**src/rtl/cpld_disp_arbiter.sv**
```systemverilog
// cpld_disp_arbiter: round-robin owner of the CPLD LED bank and two hex digits,
// with min/max hold times and a switch-driven override.
module cpld_disp_arbiter #(
   parameter int MIN_HOLD = 50000,
   parameter int MAX_HOLD = 50000000,
   parameter int CW       = 26
) (
   input  logic       clk50,
   input  logic       rstn_in,
   input  logic [1:0] req,
   input  logic [7:0] val0,
   input  logic [7:0] led0,
   input  logic [7:0] val1,
   input  logic [7:0] led1,
   input  logic       force_en,
   input  logic       force_sel,
   output logic [1:0] gnt,
   output logic       busy,
   output logic [7:0] LEDs_out,
   output logic [7:0] disp1_out,
   output logic [7:0] disp2_out
);
   typedef enum logic [1:0] {IDLE, GRANT, HOLD} state_t;
   state_t state, state_nx;
   logic owner, owner_nx, rr_ptr, rr_nx;
   logic [CW-1:0] cnt, cnt_nx, cnt_inc;
   logic frc_rel, hold_rel, at_max;
   logic [7:0] val_sel;

   function automatic logic [7:0] seg(input logic [3:0] n);
      case (n)
         4'h0: seg = 8'h3F;
         4'h1: seg = 8'h06;
         4'h2: seg = 8'h5B;
         4'h3: seg = 8'h4F;
         4'h4: seg = 8'h66;
         4'h5: seg = 8'h6D;
         4'h6: seg = 8'h7D;
         4'h7: seg = 8'h07;
         4'h8: seg = 8'h7F;
         4'h9: seg = 8'h6F;
         4'hA: seg = 8'h77;
         4'hB: seg = 8'h7C;
         4'hC: seg = 8'h39;
         4'hD: seg = 8'h5E;
         4'hE: seg = 8'h79;
         default: seg = 8'h71;
      endcase
   endfunction

   assign cnt_inc  = cnt + CW'(1);
   assign at_max   = cnt >= CW'(MAX_HOLD);
   // override preempts an owner it does not select, or idles when its pick is not requesting
   assign frc_rel  = force_en && (force_sel != owner || !req[force_sel]);
   assign hold_rel = !req[owner] || (at_max && req[~owner]);

   always_ff @(posedge clk50 or negedge rstn_in)
      if (!rstn_in) begin
         state  <= IDLE;
         owner  <= 1'b0;
         cnt    <= '0;
         rr_ptr <= 1'b0;
      end else begin
         state  <= state_nx;
         owner  <= owner_nx;
         cnt    <= cnt_nx;
         rr_ptr <= rr_nx;
      end

   always_comb begin
      state_nx = state;
      owner_nx = owner;
      cnt_nx   = cnt;
      rr_nx    = rr_ptr;
      case (state)
         IDLE: if (force_en ? req[force_sel] : |req) begin
            state_nx = GRANT;
            cnt_nx   = '0;
            owner_nx = force_en ? force_sel : (req[rr_ptr] ? rr_ptr : ~rr_ptr);
         end
         GRANT: begin
            cnt_nx   = cnt_inc;
            state_nx = (cnt_inc == CW'(MIN_HOLD)) ? HOLD : GRANT;
         end
         HOLD: cnt_nx = at_max ? cnt : cnt_inc;
         default: state_nx = IDLE;
      endcase
      if (state != IDLE && (frc_rel || (state == HOLD && hold_rel))) begin
         state_nx = IDLE;
         cnt_nx   = '0;
         rr_nx    = ~owner;
      end
   end

   always_comb begin
      gnt  = (state == IDLE) ? 2'b00 : (owner ? 2'b10 : 2'b01);
      busy = |gnt;
   end

   assign val_sel = owner ? val1 : val0;

   always_ff @(posedge clk50 or negedge rstn_in)
      if (!rstn_in) begin
         LEDs_out  <= 8'h00;
         disp1_out <= 8'h00;
         disp2_out <= 8'h00;
      end else if (state != IDLE) begin
         LEDs_out  <= owner ? led1 : led0;
         disp1_out <= seg(val_sel[7:4]);
         disp2_out <= seg(val_sel[3:0]);
      end
endmodule

```
**config.mk**
```make
export PLATFORM = sky130hd
export DESIGN_NAME = cpld_disp_arbiter
export DESIGN_NICKNAME = d
export VERILOG_FILES = /design/src/rtl/cpld_disp_arbiter.sv
export SDC_FILE = /design/constraint.sdc
export NUM_CORES = 1
export LEC_CHECK = 0
export BUFFER_PORTS_ARGS = -buffer_cell sky130_fd_sc_hd__buf_2
export CORE_MARGIN = 4
export CORE_UTILIZATION = 59
export CTS_BUF_LIST = sky130_fd_sc_hd__clkbuf_2 sky130_fd_sc_hd__clkbuf_4 sky130_fd_sc_hd__clkbuf_8
export DETAILED_ROUTE_END_ITERATION = 6
export PLACE_DENSITY = 0.93
export SLEW_MARGIN = 40
export SYNTH_ARGS = -nofsm -noshare
export SYNTH_HDL_FRONTEND = slang
export SYNTH_SLANG_ARGS = --single-unit
```
**constraint.sdc**
```tcl
create_clock -name clk50 -period 3.02 [get_ports clk50]
set_input_delay 0.604 -clock clk50 [delete_from_list [all_inputs] [get_ports clk50]]
set_output_delay 0.604 -clock clk50 [all_outputs]
set_load 0.05 [all_outputs]
```
; Word-level counts from Yosys, hierarchy flattened
; Memory sizes are Yosys's and may differ from the RTL's. A register that Yosys moved wholly into a read port is not among the register bits.
; Index checks and enable logic that the tools add are counted.
; W data, S select, Z words.
[word_totals]
reg_bits = 54
mem_bits_ro = 224
output_inout_bits = 27
wordCells = 66
mem_count = 2
[mem_list]
columns = memory, depth, width, rd, rd_clocked_by_memory_dff, wr, line_no
row1 = (name not given), 16, 7, 1, 1, 0, 31  ; case (n)
row2 = (name not given), 16, 7, 1, 1, 0, 31
[classes]
n_addsub = 1
order_cmp = 5
eq_ne = 7
muxes = 23
n_bitwise = 2
n_reduce_logical = 19
[op_table]
columns = operator, count
row1 = $mux W26, 3
row2 = $pmux W26 S3, 1
row3 = $add A26 B1 Y26 const B, 1
row4 = $eq A26 B16 Y1 const B, 1
row5 = $ge A26 B26 Y1 const B, 1
row6 = $mux W8, 2
row7 = $mux W1, 11
row8 = $mux W2, 5
row9 = $lt A1 B2 Y1 const B, 4
row10 = $pmux W2 S3, 1
row11 = $logic_and A1 B1 Y1, 4
row12 = $logic_not A1 Y1, 4
row13 = $reduce_and A2 Y1, 2
row14 = $reduce_bool A4 Y1, 1
row15 = $reduce_or A2 Y1, 2
row16 = $logic_or A1 B1 Y1, 3
row17 = $ne A3 B2 Y1 const B, 1
row18 = $ne A3 B3 Y1 const B, 1
row19 = $reduce_and A3 Y1, 1
row20 = $eq A2 B1 Y1 const B, 1
row21 = $eq A2 B2 Y1 const B, 1
row22 = $logic_not A2 Y1, 1
row23 = $ne A2 B1 Y1 const B, 1
row24 = $not A1 Y1, 2
row25 = other kinds (2), 2

; Depth between registers and ports, before layout
[depth]
word_depth = 10
depth_mapped = 10
depth_no_buf = 8

; Worst setup path after synthesis
; No wires, ideal clock.
[synth_timing]
kind = flip-flop to flip-flop
start = register owner
end = register disp2_out[3]
setup_time_ns = 0.083
arrival_time_ns = 2.604
required_time_ns = 2.937
slack_ns = 0.334
stages_incl_launch_ff = 9
period_less_slack_ns = 2.686
cell_sequence = dfrtp_1 buf_6 clkbuf_1 buf_1 mux2i_1 inv_1 ha_1 mux4_2 o21ai_0
[synth_between]
elab_chain_len = 1
[synth_lines]
columns = element, line_no
row1 = from (decl), 25  ; logic owner, owner_nx, rr_ptr, rr_nx;
row2 = from (signal assigned), 65  ; owner <= owner_nx;
row3 = $mux W8, 100  ; assign val_sel = owner ? val1 : val0;
row4 = to (decl), 21  ; output logic [7:0] disp2_out
; No other way between the ends.
; A chain may end at the register's enable or synchronous reset.

; Final worst setup path
[layout_timing]
start = register cnt[0]
end = register state[0]
[layout_between]
elab_chain_len = 8
[layout_lines]
columns = element, line_no
row1 = from (decl), 26  ; logic [CW-1:0] cnt, cnt_nx, cnt_inc;
row2 = from (signal assigned), 66  ; cnt <= cnt_nx;
row3 = "parallel branches: the longest is 8 deep, another holds $add A26 B1 Y26", -
row4 = to (signal assigned), 64  ; state <= state_nx;
row5 = to (decl), 24  ; state_t state, state_nx;
; Parallel ways; which one is timed is not known.

==> impl_metrics.yaml <==
detailed_routing:
  vias: 3650
  drt_iter0_drc: 467
  ant_nets: 0
  wirelength_um: 9304
  drtPass1Iterations: 6
  wl_per_cell_um: 15.93
  via_per_inst: 6.250
  drc_errors: 0
place:
  dp_cells: 576
  placed_area_um2: 4158
  port_buffers: 62
  routabilityCongestion: 0.9130
  hpwl_um: 6533
global_route:
  gr-max-usage-layer: "met2"
  grt.met3_usage: 0.03538
  use_met2: 0.3916
  use_met1: 0.3257
  antenna_found_initial: 0
  grt_max_degree: 50
  grt_usage: 0.2394
  grt_pass1_wl_um: 15110
  grt_pass1_vias: 3315
  grt_overflow: 0
clock_network:
  clock-sinks: 52
  cts_root_buffer: "clkbuf_8"
  cts.hold.buffers_added: 0
  cts_tree: "yes"
  htree_levels: 2
  cts_resized: 0
  postCtsSetupBuffers: 0
  clk_latency_ns: 0.31
  cts_buffer_depth: 2
  path_clk_slew_ns: 0.10
  cts_made_buffers: 5
cells_and_area:
  area_growth_pct: 11.69
  diodes: 0
  fin_cells: 584
  layout-drive-gt1-share: 0.1893
  nNetsFinal: 565
  final_area_um2: 4279
power:
  leakage_nw: 1.854
  peakVddDrop_v: 0.0007818
  pwr-share-seq: 0.276
  p_int_mw: 1.772
  pwr-share-clk: 0.142
  total_power_mw: 3.669
  combPwrFrac: 0.582
  power_density_nw_per_um2: 857.5
  switching_share: 0.5171
  switching_power_mw: 1.897
setup_path:
  cp_max_fo: 9
  r2r_start: "cnt[0]"
  critPathRequiredTime_ns: 3.22
  startpoint: "cnt[0]"
  cp-endpoint: "state[0]"
  r2r_cells: 8
  r2r-end: "state[0]"
  cp-start-kind: "flip-flop"
  reg2reg_slack_ns: 0.33
  critPathCaptureType: "flip-flop"
  arrival_ns: 2.90
  critPathKind: "reg2reg"
floorplanning:
  coreArea_um2: 6314
  initial_core_util: 0.6068
  dieArea_um2: 7846
  rows: 29
  io_pins: 65
  die_w_um: 88.58
  die_h_um: 88.58
job:
  drv_cap: 0
synth:
  syn_area_um2: 3831
  synth_edf_count: 0
  synth_seq_cells: 52
  synth-seq-area-share: 0.3396
  synth_top_area_frac: 0.3396
  ys_warn_count: 0
  synth_largest_area_cell: "dfrtp_1"
  synth_flop_cell: "dfrtp_1"
  syn_inst: 457
  synth_area_per_cell_um2: 8.383
  ys_async_sr_fraction: 1.000
  synth.area.top_cells: "dfrtp_1 (34%), o21ai_0 (7.4%), ha_1 (6.9%)"
  yosysUniqueCellTypes: 68
timing:
  skew_ns: 0.008078
  rsz0062_at_grt: "false"
  hold_viol_final: 0
  min_period_ns: 2.693
  relSlewSlack: 0.5049
  worstMarginPinSlew_ns: 0.7219
  min_period_over_period: 0.8917
  slew_viol_final: 0
  setup_viol: 0
  clock.fmax_mhz: 371.3
  setup_tns_ns: 0
run_status:
  status: "complete, no violations"
min_path:
  hp-class: "in2async"
==> layout by cell type, fill, tap and decap left out, drive strengths merged, types with 2 or more instances in the layout <==
cell type | netlist | layout
buf | 15 | 73
o21ai | 63 | 63
nand2 | 56 | 56
dfrtp | 52 | 52
nor2 | 28 | 28
nand3 | 25 | 25
mux2i | 21 | 21
ha | 21 | 21
inv | 18 | 18
o31ai | 18 | 18
a21oi | 13 | 13
nor2b | 9 | 9
o41ai | 7 | 7
nand2b | 6 | 6
clkbuf | 17 | 6
nand4 | 5 | 5
or3 | 5 | 5
o22ai | 5 | 5
a31oi | 5 | 5
nor4 | 4 | 4
nor3 | 4 | 4
and3 | 4 | 4
and2 | 4 | 4
or2 | 4 | 4
mux2 | 3 | 3
a211o | 3 | 3
a41oi | 2 | 2
nand3b | 2 | 2
a32oi | 2 | 2
a22oi | 2 | 2
a32o | 2 | 2
o211ai | 2 | 2
and4 | 2 | 2
o22a | 2 | 2
o32ai | 2 | 2
nor3b | 2 | 2
conb | 1 | 2
or3b | 2 | 2
==> registers in the layout, indices dropped and copies added (netlist names) <==
register	flops
cnt	26
LEDs_out	8
disp1_out	7
disp2_out	7
state	2
owner	1
rr_ptr	1
==> per-layer routing <==
| metal | part of all wire | up-vias | wire (µm) |
|---|---|---|---|
| met5 | 0 | - | 0 |
| met4 | 0.012 | 0 | 116 |
| met3 | 0.062 | 10 | 574 |
| met2 | 0.50 | 160 | 4656 |
| met1 | 0.43 | 1721 | 3956 |
| li1 | - | 1759 | - |
==> worst min-delay path by stage <==
stage / end / startpoint / slack [ns] / depth (start not counted)
CTS: disp1_out[1] / rstn_in / 0.29 / 1
floorplan: LEDs_out[0] / rstn_in / 0.31 / 0
global route: disp1_out[1] / rstn_in / 0.31 / 1
finish: disp1_out[1] / rstn_in / 0.27 / 1
detailed placement: disp2_out[1] / disp2_out[1] / 0.46 / 2
global placement: disp2_out[1] / disp2_out[1] / 0.45 / 2
==> kinds of logic (layout without fill, tap and decap cells) <==
kind of cell               after synthesis  after routing  share of synthesized area
DFF                                     52             52                     0.3396
AOI/OAI and AO/OA                      141            141                     0.2433
and+or+nand+nor                        167            167                     0.2169
adders and majority gates               21             21                    0.06858
other                                    1              2                  0.0009788
buffers and inverters                   50             99                    0.06107
muxes                                   25             25                    0.06956
==> final cells by class <==
type / count / area (µm²)
timing repair buffer: 73 / 392.9
multi-input combinational: 356 / 2300
clock buffer: 6 / 82.58
inverter: 18 / 67.56
fill: 483 / 2034
clock inverter: 2 / 38.79
tap: 77 / 96.34
sequential: 52 / 1301
==> stage by stage <==
step	worst slack, ns	utilization	hold WS (ns)
after floorplan	0.3336	-	0.3084
after global placement	0.4923	0.6585	0.4514
after detailed placement	0.2933	0.6585	0.4635
after CTS	0.3829	0.6778	0.2916
after global routing	0.06557	0.6778	0.3081
final	0.3270	0.6778	0.2682
==> power groups by stage <==
stage          clock network [mW]  registers, mW  logic (mW)
2_1_floorplan                   0           1.53        1.15
3_3_place_gp                    0           1.01        2.06
3_5_place_dp                    0           1.02        2.12
4_1_cts                     0.523           1.01        2.13
5_1_grt                     0.542           1.03        2.33
6_report                    0.520           1.01        2.14
==> critical path, cell delays in order (launching register included) <==
cell       delay [ns]
dfrtp_1          0.51
ha_1             0.22
nand4_1          0.23
nor4_1           0.51
and4_1           0.27
o2111ai_1        0.15
a2111oi_2        0.42
a31o_2           0.21
nand3_1          0.07
==> cell usage after synthesis, types with 6 or more instances <==
cell      count
nor2_1       28
clkbuf_1     17
mux2i_1      21
nand2b_1      6
o31ai_1      18
nand3_1      24
nand2_1      56
nor2b_1       9
ha_1         21
dfrtp_1      52
buf_2         7
inv_1        18
a21oi_1      13
o21ai_0      57
Note: power is estimated with default switching activity, not from simulation.
